## src/rtl/bsg_cache_nb_pkt_encode.sv

```systemverilog
// Request-side packet encoder for the non-blocking cache.
// Ports: v_i/ready_o request in, v_o/ready_i packet out, error_o, sweep_done_o.
//
// Request attributes (kind, size, unsigned, mask enable, amo subop) are
// packed into one bsg_cache_nb opcode. Maintenance sweeps (tag init and
// tag flush) are expanded into one packet per (set, way), with the way as
// the inner loop. Every packet passes through a one-entry registered slot.
// An illegal request is accepted but produces no packet. error_o pulses on
// the following cycle. sweep_done_o pulses on the handshake of the last
// sweep packet.

module bsg_cache_nb_pkt_encode #(
  parameter int addr_width_p          = 32,
  parameter int data_width_p          = 64,
  parameter int sets_p                = 64,
  parameter int ways_p                = 8,
  parameter int block_size_in_words_p = 8
) (
  input  logic                        clk_i,
  input  logic                        reset_i,

  input  logic                        v_i,
  output logic                        ready_o,
  input  logic [2:0]                  kind_i,
  input  logic [1:0]                  size_i,
  input  logic                        unsigned_i,
  input  logic                        mask_en_i,
  input  logic [3:0]                  amo_subop_i,
  input  logic [addr_width_p-1:0]     addr_i,
  input  logic [data_width_p-1:0]     data_i,
  input  logic [data_width_p/8-1:0]   mask_i,

  output logic                        v_o,
  input  logic                        ready_i,
  output logic [5:0]                  opcode_o,
  output logic [addr_width_p-1:0]     addr_o,
  output logic [data_width_p-1:0]     data_o,
  output logic [data_width_p/8-1:0]   mask_o,

  output logic                        error_o,
  output logic                        sweep_done_o
);

  localparam int mask_w_lp  = data_width_p / 8;
  localparam int lg_sets_lp = $clog2(sets_p);
  localparam int lg_ways_lp = $clog2(ways_p);
  localparam int boff_lp    = $clog2(block_size_in_words_p)
                            + $clog2(mask_w_lp);
  localparam int way_sh_lp  = lg_sets_lp + boff_lp;
  localparam bit dw64_lp    = (data_width_p == 64);

  // request kinds
  localparam logic [2:0] k_load_lp  = 3'd0;
  localparam logic [2:0] k_store_lp = 3'd1;
  localparam logic [2:0] k_amo_lp   = 3'd2;
  localparam logic [2:0] k_tagst_lp = 3'd3;
  localparam logic [2:0] k_tagfl_lp = 3'd4;

  // bsg_cache_nb_opcode_e values
  localparam logic [5:0] op_lb_lp    = 6'b000000;
  localparam logic [5:0] op_lh_lp    = 6'b000001;
  localparam logic [5:0] op_lw_lp    = 6'b000010;
  localparam logic [5:0] op_ld_lp    = 6'b000011;
  localparam logic [5:0] op_lbu_lp   = 6'b000100;
  localparam logic [5:0] op_lhu_lp   = 6'b000101;
  localparam logic [5:0] op_lwu_lp   = 6'b000110;
  localparam logic [5:0] op_ldu_lp   = 6'b000111;
  localparam logic [5:0] op_sb_lp    = 6'b001000;
  localparam logic [5:0] op_sh_lp    = 6'b001001;
  localparam logic [5:0] op_sw_lp    = 6'b001010;
  localparam logic [5:0] op_sd_lp    = 6'b001011;
  localparam logic [5:0] op_lm_lp    = 6'b001100;
  localparam logic [5:0] op_sm_lp    = 6'b001101;
  localparam logic [5:0] op_tagst_lp = 6'b010000;
  localparam logic [5:0] op_tagfl_lp = 6'b010001;

  // largest legal bsg_cache_amo_subop_e (maxu)
  localparam logic [3:0] amo_max_lp  = 4'd8;

  // FSM states
  localparam logic [0:0] idle_s  = 1'b0;
  localparam logic [0:0] sweep_s = 1'b1;

  // state
  logic [0:0]              state_q, state_d;
  logic                    flush_q, flush_d;
  logic                    last_q, last_d;
  logic [lg_sets_lp-1:0]   set_q, set_d;
  logic [lg_ways_lp-1:0]   way_q, way_d;

  logic                    v_q, v_d;
  logic [5:0]              op_q, op_d;
  logic [addr_width_p-1:0] addr_q, addr_d;
  logic [data_width_p-1:0] data_q, data_d;
  logic [mask_w_lp-1:0]    mask_q, mask_d;
  logic                    err_q, err_d;

  // request decode
  logic [5:0]              req_op;
  logic [mask_w_lp-1:0]    req_mask;
  logic                    req_illegal;
  logic                    req_sweep;

  always_comb begin
    req_op      = op_lb_lp;
    req_mask    = '1;
    req_illegal = 1'b0;
    req_sweep   = 1'b0;
    unique case (kind_i)
      k_load_lp: begin
        if (mask_en_i) begin
          req_op   = op_lm_lp;
          req_mask = mask_i;
        end else begin
          unique case (size_i)
            2'b00: req_op = unsigned_i ? op_lbu_lp : op_lb_lp;
            2'b01: req_op = unsigned_i ? op_lhu_lp : op_lh_lp;
            2'b10: req_op = unsigned_i ? op_lwu_lp : op_lw_lp;
            default: req_op = unsigned_i ? op_ldu_lp : op_ld_lp;
          endcase
        end
        req_illegal = (size_i == 2'b11) && !dw64_lp;
      end
      k_store_lp: begin
        if (mask_en_i) begin
          req_op   = op_sm_lp;
          req_mask = mask_i;
        end else begin
          unique case (size_i)
            2'b00: req_op = op_sb_lp;
            2'b01: req_op = op_sh_lp;
            2'b10: req_op = op_sw_lp;
            default: req_op = op_sd_lp;
          endcase
        end
        req_illegal = (size_i == 2'b11) && !dw64_lp;
      end
      k_amo_lp: begin
        // AMO opcodes are {1, is_double, subop}
        req_op      = {1'b1, size_i[0], amo_subop_i};
        req_illegal = !size_i[1]
                    || (amo_subop_i > amo_max_lp)
                    || ((size_i == 2'b11) && !dw64_lp);
      end
      k_tagst_lp, k_tagfl_lp: begin
        req_sweep = 1'b1;
      end
      default: begin
        req_illegal = 1'b1;
      end
    endcase
  end

  // handshakes
  logic slot_free;
  logic in_hs;
  logic out_hs;
  logic sweep_ld;
  logic sweep_exit;
  logic ld_req;
  logic start_sweep;

  assign slot_free = !v_q || ready_i;
  assign out_hs    = v_q && ready_i;

  // last_q marks that the final sweep packet is already in the slot,
  // so its handshake is the sweep exit.
  assign sweep_exit = (state_q == sweep_s) && last_q && out_hs;
  assign sweep_ld   = (state_q == sweep_s) && !last_q && slot_free;

  assign ready_o = !reset_i
                && (((state_q == idle_s) && slot_free) || sweep_exit);

  assign in_hs       = v_i && ready_o;
  assign ld_req      = in_hs && !req_illegal && !req_sweep;
  assign start_sweep = in_hs && !req_illegal && req_sweep;

  logic [addr_width_p-1:0] sweep_addr;

  assign sweep_addr = (addr_width_p'(way_q) << way_sh_lp)
                    | (addr_width_p'(set_q) << boff_lp);

  always_comb begin
    v_d    = v_q;
    op_d   = op_q;
    addr_d = addr_q;
    data_d = data_q;
    mask_d = mask_q;
    err_d  = in_hs && req_illegal;

    if (ld_req) begin
      v_d    = 1'b1;
      op_d   = req_op;
      addr_d = addr_i;
      data_d = data_i;
      mask_d = req_mask;
    end else if (sweep_ld) begin
      v_d    = 1'b1;
      op_d   = flush_q ? op_tagfl_lp : op_tagst_lp;
      addr_d = sweep_addr;
      data_d = '0;
      mask_d = '0;
    end else if (out_hs) begin
      v_d    = 1'b0;
    end
  end

  always_comb begin
    state_d = state_q;
    flush_d = flush_q;
    last_d  = last_q;
    set_d   = set_q;
    way_d   = way_q;

    if (start_sweep) begin
      state_d = sweep_s;
      flush_d = (kind_i == k_tagfl_lp);
      last_d  = 1'b0;
      set_d   = '0;
      way_d   = '0;
    end else if (sweep_exit) begin
      state_d = idle_s;
      last_d  = 1'b0;
    end else if (sweep_ld) begin
      way_d = way_q + 1'b1;
      if (&way_q) begin
        set_d = set_q + 1'b1;
      end
      if ((&way_q) && (&set_q)) begin
        last_d = 1'b1;
      end
    end
  end

  always_ff @(posedge clk_i) begin
    if (reset_i) begin
      state_q <= idle_s;
      flush_q <= 1'b0;
      last_q  <= 1'b0;
      set_q   <= '0;
      way_q   <= '0;
      v_q     <= 1'b0;
      op_q    <= '0;
      addr_q  <= '0;
      data_q  <= '0;
      mask_q  <= '0;
      err_q   <= 1'b0;
    end else begin
      state_q <= state_d;
      flush_q <= flush_d;
      last_q  <= last_d;
      set_q   <= set_d;
      way_q   <= way_d;
      v_q     <= v_d;
      op_q    <= op_d;
      addr_q  <= addr_d;
      data_q  <= data_d;
      mask_q  <= mask_d;
      err_q   <= err_d;
    end
  end

  assign v_o          = v_q && !reset_i;
  assign opcode_o     = op_q;
  assign addr_o       = addr_q;
  assign data_o       = data_q;
  assign mask_o       = mask_q;
  assign error_o      = err_q && !reset_i;
  assign sweep_done_o = sweep_exit && !reset_i;

endmodule

```

## config.mk

```make
export PLATFORM = sky130hd
export DESIGN_NAME = bsg_cache_nb_pkt_encode
export DESIGN_NICKNAME = d
export VERILOG_FILES = /design/src/rtl/bsg_cache_nb_pkt_encode.sv
export SDC_FILE = /design/constraint.sdc
export NUM_CORES = 1
export LEC_CHECK = 0
export ABC_CLOCK_PERIOD_IN_PS = 1950
export BUFFER_PORTS_ARGS = -buffer_cell sky130_fd_sc_hd__buf_2
export CAP_MARGIN = 20
export CORE_AREA = 2 2 132 95
export CTS_CLUSTER_DIAMETER = 30
export CTS_CLUSTER_SIZE = 10
export DETAILED_ROUTE_END_ITERATION = 7
export DIE_AREA = 0 0 134 97
export HOLD_SLACK_MARGIN = 0.12
export PLACE_DENSITY = 0.91
export SLEW_MARGIN = 10
export SYNTH_ARGS = -nofsm -noshare
export SYNTH_HDL_FRONTEND = slang
export SYNTH_SLANG_ARGS = --single-unit
```

## constraint.sdc

```tcl
create_clock -name clk_i -period 1.95 [get_ports clk_i]
set_input_delay 0.195 -clock clk_i [delete_from_list [all_inputs] [get_ports clk_i]]
set_output_delay 0.195 -clock clk_i [all_outputs]
set_load 0.1 [all_outputs]
```

### After elaboration in Yosys (flattened, before gate mapping)

Index checks and enable logic that the tools add are counted.

* logic and storage cells: 90
* output and inout port bits: 114
* bits in registers: 124
* input port bits: 119

* $add $sub $neg: 2
* reductions and logical operators: 40
* order comparisons: 1
* equal/unequal tests: 6
* bitwise logic cells: 3
* multiplexer cells: 27

Operators with widths (count)
* $mux W64: 2
* $mux W32: 2
* $mux W8: 4
* $pmux W6 S3: 1
* $logic_and A1 B1 Y1: 16
* $mux W3: 5
* $or A15 B12 Y15: 1
* $mux W6: 2
* $pmux W3 S3: 1
* $mux W1: 7
* $add A6 B1 Y6 const B: 1
* $eq A3 B2 Y1 const B: 2
* $logic_not A1 Y1: 6
* $pmux W2 S3: 1
* $reduce_and A6 Y1: 1
* $reduce_or A2 Y1: 3
* $reduce_and A5 Y1: 1
* $gt A4 B4 Y1 const B: 1
* $mux W4: 1
* $reduce_and A2 Y1: 2
* $reduce_bool A2 Y1: 2
* $reduce_or A4 Y1: 1
* $add A3 B1 Y3 const B: 1
* $eq A3 B1 Y1 const B: 1
* 11 further kinds: 14

### Logic depth before layout (Yosys ltp)

Gate-level depths: netlist of the first run.

* depth after elaboration: 9
* mapped depth: 7
* depth with buffers taken out: 6

### Worst setup path before layout of the first run

No wires, ideal clock.

* kind: input-to-output
* start point: input port reset_i
* end point: output port sweep_done_o
* buffers on the path: 2
* setup slack: -1.047 ns
* data required time: 1.755 ns
* stages: 3
* data arrival time: 2.802 ns
* path through: buf_2 clkbuf_1 nor3b_1

* cells in the longest elaborated chain, start to end: 2

RTL lines
* start: declaration: line 20 `input logic reset_i,`
* $logic_not A1 Y1: line 269 `assign sweep_done_o = sweep_exit && !reset_i;`
* $logic_and A1 B1 Y1: line 269
* end: declaration: line 41 `output logic sweep_done_o`

No other way between the ends.

### Final worst setup path of the first run

* start point: register v_q
* end point: register addr_q[10], in the netlist addr_o[10]

* cells in the longest elaborated chain, start to end: 9
* elaborated cells between the ends (all ways): 13
* classes of those cells: 1 x mux; 12 x reduce/logical

RTL lines
* start: declaration: line 91 `logic v_q, v_d;`
* start signal: assignment: line 254 `v_q <= v_d;`
* $logic_not A1 Y1: line 163 `assign slot_free = !v_q || ready_i;`
* $logic_or A1 B1 Y1: line 163
* $logic_and A1 B1 Y1: line 172 `&& (((state_q == idle_s) && slot_free) || sweep_exit);`
* $logic_or A1 B1 Y1: line 172
* $logic_and A1 B1 Y1: line 172
* $logic_and A1 B1 Y1: line 174 `assign in_hs = v_i && ready_o;`
* $logic_and A1 B1 Y1 (2 in series): line 175 `assign ld_req = in_hs && !req_illegal && !req_sweep;`
* $mux W32 or $reduce_bool A2 Y1 (tied branches)
* end signal: assignment: line 256 `addr_q <= addr_d;`
* end: declaration: line 93 `logic [addr_width_p-1:0] addr_q, addr_d;`

Several ways; a longest one is shown, not always the timed one.
A chain may end at the register's enable or synchronous reset.

==> impl_metrics.sql, run 1 <==
INSERT INTO impl_metrics (metric_group, metric, value, unit) VALUES
('status', 'outcome', 'completed', ''),
('finish', 'regArea', '2484', 'um^2'),
('floorplanning', 'ioPinCount', '233', ''),
('global_routing', 'grt_first_pass_wirelength', '29.34', 'mm'),
('synth', 'syn_avg_cell_area', '11.03', 'um^2'),
('synth', 'synth_commonest_cells', 'sky130_fd_sc_hd__dfxtp_1 (124), sky130_fd_sc_hd__and3_1 (91), sky130_fd_sc_hd__mux2_4 (54)', ''),
('synth', 'ys_async_sr_fraction', '0', '%'),
('worst_setup_path', 'crit_type', 'reg -> reg', ''),
('floorplanning', 'die_area', '13000', 'um^2'),
('synth', 'yosysWarnings', '0', ''),
('synth', 'synth.top_cells.by_area', 'sky130_fd_sc_hd__dfxtp_1 (45%), sky130_fd_sc_hd__mux2_4 (15%), sky130_fd_sc_hd__and3_1 (10%), sky130_fd_sc_hd__mux2_2 (6.9%), sky130_fd_sc_hd__mux2i_1 (2.9%)', ''),
('floorplanning', 'core_area', '11600', 'um^2'),
('clock_tree', 'number_of_cts_inserted_buffers', '17', ''),
('synth', 'synth-compound-area-share', '6.786', '%'),
('worst_setup_path', 'critPathMaxStageDelay', '0.55', 'ns'),
('finish', 'post-route-cell-area', '8572', 'um^2'),
('timing', 'setup-violations-final', '0', ''),
('detailed_routing', 'vias_per_cell', '5.272', ''),
('clock_tree', 'tritoncts_num_sinks', '124', ''),
('worst_setup_path', 'path_buf_inv', '1', ''),
('worst_setup_path', 'setup.worst_path.end', 'addr_o[10]', ''),
('synth', 'synthesis.instances', '500', ''),
('worst_setup_path', 'critPathLaunch', 'v_q', ''),
('worst_setup_path', 'worst-r2r-setup-slack', '0.09', 'ns'),
('worst_setup_path', 'critPathMaxFanout', '11', ''),
('global_routing', 'grt_overflow', '0', ''),
('power', 'p_total', '7.937', 'mW'),
('detailed_routing', 'initialDrtViolationCount', '246', ''),
('timing', 'finalClockSkew', '0.009869', 'ns'),
('synth', 'yosys.cell_types.count', '42', ''),
('placed_design', 'final_gp_congestion', '0.8497', ''),
('finish', 'multi_input_area', '2796', 'um^2'),
('worst_setup_path', 'cp_cell_sequence', 'nor2b_2 > buf_4 > nor2_2 > mux2i_1 > o31ai_1', ''),
('timing', 'worst_pin_slew', '0.6820', 'ns'),
('placed_design', 'port-buffer-count', '232', ''),
('worst_hold_path', 'hold-path-cell-count', '3', ''),
('finish', 'area_grow_syn2layout', '55.49', '%'),
('clock_tree', 'ctsRootBufferMaster', 'sky130_fd_sc_hd__clkbuf_16', ''),
('power', 'ir_drop', '0.0006051', 'V'),
('clock_tree', 'tritoncts', 'yes', ''),
('detailed_routing', 'dr.pass1.iters', '4', ''),
('clock_tree', 'cts-root-to-sink-buffers', '2', ''),
('detailed_routing', 'ant_nets', '0', ''),
('synth', 'most_frequently_used_cell_type_in_the_post_synthesis_netlist', 'sky130_fd_sc_hd__dfxtp_1', ''),
('timing', 'setup-tns-final', '0', 'ns'),
('worst_setup_path', 'start_kind', 'register', ''),
('synth', 'synth-seq-area-share', '45.03', '%'),
('global_routing', 'antenna_violations_before_repair', '1', ''),
('worst_setup_path', 'rr_startpoint', 'v_q', ''),
('timing', 'min_clock_period_post_route', '1.856', 'ns'),
('timing', 'finalCritPeriodShare', '95.19', '%'),
('worst_hold_path', 'worst_hold_path_type', 'in -> reg', ''),
('detailed_routing', 'finalWirelength', '18.54', 'mm'),
('detailed_routing', 'routedWlPerCell', '18.48', 'um'),
('finish', 'nNetsFinal', '954', ''),
('power', 'leakage', '4.519', 'nW'),
('worst_setup_path', 'r2r.worst_path.cells', '5', ''),
('floorplanning', 'die_height', '97', 'um'),
('clock_tree', 'clkTransAtPathRegs', '0.06', 'ns'),
('floorplanning', 'chipWidth', '134', 'um'),
('worst_setup_path', 'cp_slowest_cell', 'sky130_fd_sc_hd__nor2_2', ''),
('finish', 'utilization', '73.88', '%'),
('timing', 'layout_setup_ws', '0.09379', 'ns'),
('floorplanning', 'initial_utilization', '47.51', '%'),
('run', 'max_cap_viol_count', '0', ''),
('synth', 'ys_ff_latch', '124', ''),
('worst_setup_path', 'crit_family', 'simple AND/OR/NAND/NOR gates', ''),
('synth', 'synth_top_family_by_area', 'multiplexers', ''),
('timing', 'fin_hold_ws', '0.1386', 'ns'),
('placed_design', 'detailedPlace.worstSlack', '-0.1931', 'ns'),
('timing', 'timing.final.hold_violations', '0', '');
worst min-delay path by stage:
stage,from,to,slack (ns)
after global routing,mask_i[5],mask_o[5],0.12
after detailed placement,data_i[61],data_o[61],0.42
after CTS,mask_i[5],mask_o[5],0.13
after global placement,data_i[55],data_o[55],0.42
final,mask_i[5],mask_o[5],0.14
after floorplan,size_i[0],opcode_o[4],0.33
power breakdown:
| part | internal (mW) | switching [mW] | total (mW) |
|---|---|---|---|
| Clock | 2.13 | 1.12 | 3.25 |
| Combinational | 0.573 | 1.37 | 1.94 |
| Sequential | 2.67 | 0.0740 | 2.75 |
| Total | 5.37 | 2.56 | 7.94 |
final cells by class:
cell class	instances	share of cell area (%)
diodes	1	0.02919
clock buffers	19	5.050
clock inverters	13	2.029
inverters	4	0.1752
multi-input cells	324	32.62
flip-flops and latches	124	28.97
well taps	157	2.292
repair buffers	361	28.83
worst min-delay path: cells and delay by family:
kind,cells,cell delay (ns)
AO/OA/AOI/OAI,1,0.08
buffers and inverters,1,0.10
AND/OR/NAND/NOR,1,0.09
per-layer routing:
layer	wire length (um)	GRT usage, %	up-vias
li1	-	-	2485
met5	0	0	-
met2	9048	47.22	240
met1	7635	33.95	2521
met4	506	9.656	0
met3	1344	8.700	42
flip-flops by register name, indices dropped and copies added (netlist names), 3 cells and up:
signal and count:
addr_o 32, data_o 64, mask_o 8, opcode_o 6, set_q 6, way_q 3
layout by cell type, fill, tap and decap left out, types with 2 or more instances in the layout:
master,instances
sky130_fd_sc_hd__nand2b_1,5
sky130_fd_sc_hd__or3_1,2
sky130_fd_sc_hd__o31ai_1,9
sky130_fd_sc_hd__nor2_1,17
sky130_fd_sc_hd__mux2_2,34
sky130_fd_sc_hd__o21ai_0,5
sky130_fd_sc_hd__buf_12,6
sky130_fd_sc_hd__clkinv_2,6
sky130_fd_sc_hd__mux2_4,54
sky130_fd_sc_hd__nor2b_1,5
sky130_fd_sc_hd__xnor2_1,5
sky130_fd_sc_hd__nor4_1,2
sky130_fd_sc_hd__a31oi_1,2
sky130_fd_sc_hd__buf_2,231
sky130_fd_sc_hd__mux2i_1,16
sky130_fd_sc_hd__a32oi_1,9
sky130_fd_sc_hd__clkinvlp_4,2
sky130_fd_sc_hd__dfxtp_1,123
sky130_fd_sc_hd__ha_1,3
sky130_fd_sc_hd__dlygate4sd3_1,104
sky130_fd_sc_hd__nand3_1,9
sky130_fd_sc_hd__clkbuf_1,2
sky130_fd_sc_hd__nand4_1,10
sky130_fd_sc_hd__inv_1,3
sky130_fd_sc_hd__and3_1,91
sky130_fd_sc_hd__nand2_1,7
sky130_fd_sc_hd__bufinv_16,4
sky130_fd_sc_hd__nor3_1,3
sky130_fd_sc_hd__a21oi_1,5
sky130_fd_sc_hd__buf_4,19
sky130_fd_sc_hd__a211oi_1,10
sky130_fd_sc_hd__clkbuf_16,17
cell families after synthesis:
kind of cell               count (synthesis)
AOI/OAI and AO/OA                         50
xor gates and xnor gates                   5
adders and majority gates                  3
buffers and inverters                     52
DFF                                      124
muxes                                    104
and+or+nand+nor                          162
timing repair:
action / CTS / global route
hold endpoints to repair: 104 / 0
gates resized for setup: 2 / 3
setup endpoints to repair: 8 / 40
hold buffers: 104 / 0
(Power assumes the default switching activity.)
==> run 2, diff against run 1 <==
--- a/config.mk
+++ b/config.mk
@@ -5,17 +5,19 @@
 export SDC_FILE = /design/constraint.sdc
 export NUM_CORES = 1
 export LEC_CHECK = 0
+export ABC_AREA = 1
 export ABC_CLOCK_PERIOD_IN_PS = 1950
 export BUFFER_PORTS_ARGS = -buffer_cell sky130_fd_sc_hd__buf_2
 export CAP_MARGIN = 20
-export CORE_AREA = 2 2 132 95
+export CORE_AREA = 2 2 128 93
 export CTS_CLUSTER_DIAMETER = 30
 export CTS_CLUSTER_SIZE = 10
 export DETAILED_ROUTE_END_ITERATION = 7
-export DIE_AREA = 0 0 134 97
+export DIE_AREA = 0 0 130 95
 export HOLD_SLACK_MARGIN = 0.12
-export PLACE_DENSITY = 0.91
+export PLACE_DENSITY = 0.9
 export SLEW_MARGIN = 10
 export SYNTH_ARGS = -nofsm -noshare
 export SYNTH_HDL_FRONTEND = slang
 export SYNTH_SLANG_ARGS = --single-unit
+export TNS_END_PERCENT = 10
==> impl_metrics.sql, run 2 <==
INSERT INTO impl_metrics (metric_group, metric, value, unit) VALUES
('global_routing', 'grt_first_pass_wirelength', '25.33', 'mm'),
('timing', 'max_freq', '527.0', 'MHz'),
('synth', 'yosysWarnings', '0', ''),
('finish', 'layout.cells.most_common_list', 'sky130_fd_sc_hd__buf_2 (231), sky130_fd_sc_hd__nand2_1 (149), sky130_fd_sc_hd__dfxtp_1 (124), sky130_fd_sc_hd__nand3_1 (123), sky130_fd_sc_hd__a21oi_1 (116)', ''),
('synth', 'syn_avg_cell_area', '7.560', 'um^2'),
('synth', 'post_synth_and_or_nand_nor_area_fraction', '29.51', '%'),
('detailed_routing', 'dr.pass1.iters', '5', ''),
('detailed_routing', 'ant_nets', '0', ''),
('timing', 'rsz_0062_raised_after_global_routing', 'no', ''),
('timing', 'finalClockSkew', '0.009535', 'ns'),
('synth', 'yosys.cell_types.count', '29', ''),
('floorplanning', 'die_height', '95', 'um'),
('finish', 'fill_cells', '855', ''),
('detailed_routing', 'detailroute.via_count', '5921', ''),
('clock_tree', 'clkTransAtPathRegs', '0.06', 'ns'),
('clock_tree', 'tritoncts_num_sinks', '124', ''),
('global_routing', 'grt_overflow', '0', ''),
('detailed_routing', 'met2_wirelength', '8.294', 'mm'),
('worst_setup_path', 'cp.arrival', '1.70', 'ns'),
('floorplanning', 'fp-row-count', '33', ''),
('status', 'outcome', 'completed', ''),
('global_routing', 'via_count_of_the_first_global_routing_pass', '5202', ''),
('timing', 'min_clock_period_post_route', '1.897', 'ns'),
('synth', 'number_of_flops_mapped_to_enable_cells_by_yosys', '0', ''),
('finish', 'post_route_cells_drive_above_1_share', '30.53', '%'),
('synth', 'synth-adder-area-share', '0.7534', '%'),
('worst_setup_path', 'cp-end-kind', 'primary output', ''),
('synth', 'ys.flop_type', 'sky130_fd_sc_hd__dfxtp_1', ''),
('detailed_routing', 'm1WireLength', '6.897', 'mm'),
('power', 'seq_power_share', '38.0', '%'),
('timing', 'finalCritPeriodShare', '97.31', '%'),
('timing', 'setup-tns-final', '0', 'ns'),
('synth', 'synthesis.instances', '659', ''),
('worst_setup_path', 'critPathMaxStageDelay', '0.56', 'ns'),
('global_routing', 'pin_count_of_the_biggest_net_entering_global_routing', '72', ''),
('clock_tree', 'worstSkewPairLatency', '0.40', 'ns'),
('detailed_routing', 'vias_per_cell', '5.226', ''),
('synth', 'most_frequently_used_cell_type_in_the_post_synthesis_netlist', 'sky130_fd_sc_hd__nand2_1', ''),
('detailed_routing', 'detail_route.drc_violations', '0', ''),
('synth', 'netlist_area', '4982', 'um^2'),
('run', 'max_cap_viol_count', '0', ''),
('clock_tree', 'ctsRootBufferMaster', 'sky130_fd_sc_hd__clkbuf_16', ''),
('power', 'p_total', '6.907', 'mW'),
('worst_setup_path', 'cp_cell_sequence', 'buf_4 > dlygate4sd3_1 > inv_2 > nand3_1 > inv_1 > buf_2', ''),
('placed_design', 'dp_hpwl', '9.414', 'mm'),
('clock_tree', 'cts-root-to-sink-buffers', '2', ''),
('placed_design', 'port-buffer-count', '232', ''),
('power', 'power_share_of_the_combinational_group', '15.1', '%'),
('floorplanning', 'die_area', '12350', 'um^2'),
('worst_setup_path', 'cp_slowest_cell', 'sky130_fd_sc_hd__dlygate4sd3_1', ''),
('placed_design', 'place_area', '6279', 'um^2'),
('synth', 'synth.mux.area_fraction', '0', '%'),
('worst_setup_path', 'worst_ep_required_time', '1.75', 'ns'),
('finish', 'utilization', '69.32', '%'),
('worst_hold_path', 'worst_hold_path_type', 'in -> reg', ''),
('synth', 'ys_ff_latch', '124', ''),
('finish', 'final_cells', '1133', ''),
('synth', 'synth_top_family_by_area', 'simple AND/OR/NAND/NOR gates', ''),
('worst_setup_path', 'start_kind', 'input port', ''),
('floorplanning', 'chipWidth', '130', 'um'),
('finish', 'antenna_cells', '0', ''),
('finish', 'layout_commonest_cell', 'sky130_fd_sc_hd__buf_2', ''),
('clock_tree', 'number_of_cts_inserted_buffers', '17', ''),
('power', 'power_per_cell_area', '883.9', 'nW/um^2'),
('finish', 'post-route-cell-area', '7814', 'um^2'),
('worst_setup_path', 'crit_type', 'in -> out', ''),
('timing', 'layout_setup_ws', '0.05255', 'ns'),
('detailed_routing', 'routedWlPerCell', '15.07', 'um'),
('synth', 'synth_top_cell_by_area', 'sky130_fd_sc_hd__dfxtp_1', ''),
('floorplanning', 'initial_utilization', '44.20', '%'),
('worst_setup_path', 'critPathMaxFanout', '6', ''),
('synth', 'net_count_synth', '781', ''),
('placed_design', 'detailedPlace.worstSlack', '0.1125', 'ns'),
('power', 'ir_drop', '0.0005778', 'V'),
('detailed_routing', 'met3RoutedLength', '1.420', 'mm'),
('timing', 'fin_hold_ws', '0.1564', 'ns'),
('detailed_routing', 'finalWirelength', '17.08', 'mm'),
('power', 'netSwitchingFraction', '27.93', '%'),
('power', 'power.internal', '4.977', 'mW'),
('clock_tree', 'tritoncts', 'yes', ''),
('synth', 'ys_async_sr_fraction', '0', '%'),
('synth', 'synth_xor_xnor_area_share', '0.5274', '%'),
('detailed_routing', 'route.top_layer_used', 'met4', ''),
('clock_tree', 'htree_num_levels', '4', ''),
('finish', 'nNetsFinal', '1085', ''),
('floorplanning', 'core_area', '11270', 'um^2'),
('placed_design', 'dpl.cell_count', '1011', ''),
('timing', 'setup-violations-final', '0', ''),
('synth', 'synth-seq-area-share', '49.82', '%'),
('timing', 'timing.final.hold_violations', '0', ''),
('power', 'switchingPower', '1.929', 'mW'),
('detailed_routing', 'initialDrtViolationCount', '407', ''),
('synth', 'synth-compound-area-share', '12.46', '%'),
('global_routing', 'antenna_violations_before_repair', '0', ''),
('timing', 'final-max-slew-violation-count', '0', ''),
('synth', 'yosysTopAreaCellShare', '49.82', '%'),
('synth', 'synth_commonest_cells', 'sky130_fd_sc_hd__nand2_1 (149), sky130_fd_sc_hd__dfxtp_1 (124), sky130_fd_sc_hd__nand3_1 (123)', ''),
('synth', 'synth.top_cells.by_area', 'sky130_fd_sc_hd__dfxtp_1 (50%), sky130_fd_sc_hd__nand3_1 (12%), sky130_fd_sc_hd__a21oi_1 (12%), sky130_fd_sc_hd__nand2_1 (11%), sky130_fd_sc_hd__buf_2 (2.0%)', ''),
('power', 'leakage', '3.489', 'nW'),
('finish', 'largest_reg_flops', '64', ''),
('power', 'clockPowerShare', '46.9', '%'),
('placed_design', 'final_gp_congestion', '0.7896', ''),
('global_routing', 'groute.usage.overall', '25.95', '%'),
('finish', 'area_grow_syn2layout', '56.83', '%'),
('timing', 'timing.max_slew.rel_slack', '50.58', '%'),
('timing', 'worst_pin_slew', '0.7413', 'ns'),
('floorplanning', 'ioPinCount', '233', '');
run 2: final cells by class:
class	instances	area [um^2]	area share (%)
Clock buffer	20	446.7	5.717
Clock inverter	12	165.2	2.114
Inverter	29	111.4	1.425
Multi-Input combinational cell	454	2170	27.77
Sequential cell	124	2482	31.77
Tap cell	157	196.4	2.514
Timing Repair Buffer	337	2242	28.69
run 2: routing by layer:
layer	up-vias	global-route usage, %
li1	2828	-
met1	2742	30.98
met2	304	43.41
met3	47	8.385
met4	0	10.48
met5	-	0
run 2: path summary, 6_finish.rpt:
| path | start | slack [ns] | endpoint | cells after the start |
|---|---|---|---|---|
| hold reg to reg | opcode_o[5] | 0.48 | opcode_o[5] | 2 |
| setup / recovery | reset_i | 0.05 | ready_o | 6 |
| hold / removal | mask_i[5] | 0.16 | mask_o[5] | 4 |
| setup reg to reg | v_q | 0.16 | data_o[25] | 9 |
run 2: cells by family (layout without fill, tap and decap cells):
group / count (synthesis) / after routing
xor+xnor: 3 / 3
flops: 124 / 124
simple gates: 325 / 325
compound gates: 123 / 123
buf+inv: 81 / 398
fa+ha+maj: 3 / 3
run 2: critical path: cells and delay by family:
kind | cells | cell delay, ns
buf+inv | 5 | 1.33
simple gates | 1 | 0.18
run 2: power by group through the flow:
stage / clock, mW / combinational (mW) / sequential [mW]
after floorplan: 0 / 0.244 / 3.05
after global placement: 0 / 0.872 / 2.67
after detailed placement: 0 / 0.874 / 2.68
after CTS: 3.27 / 1.01 / 2.62
after global routing: 3.40 / 1.10 / 2.63
final: 3.24 / 1.04 / 2.62
run 2: timing repair:
item                                    CTS  global route
hold endpoints to repair                 90             0
hold buffers                             89             0
endpoints found under the setup margin    0           118
gates resized for setup                   0             2
buffers inserted                          0             0
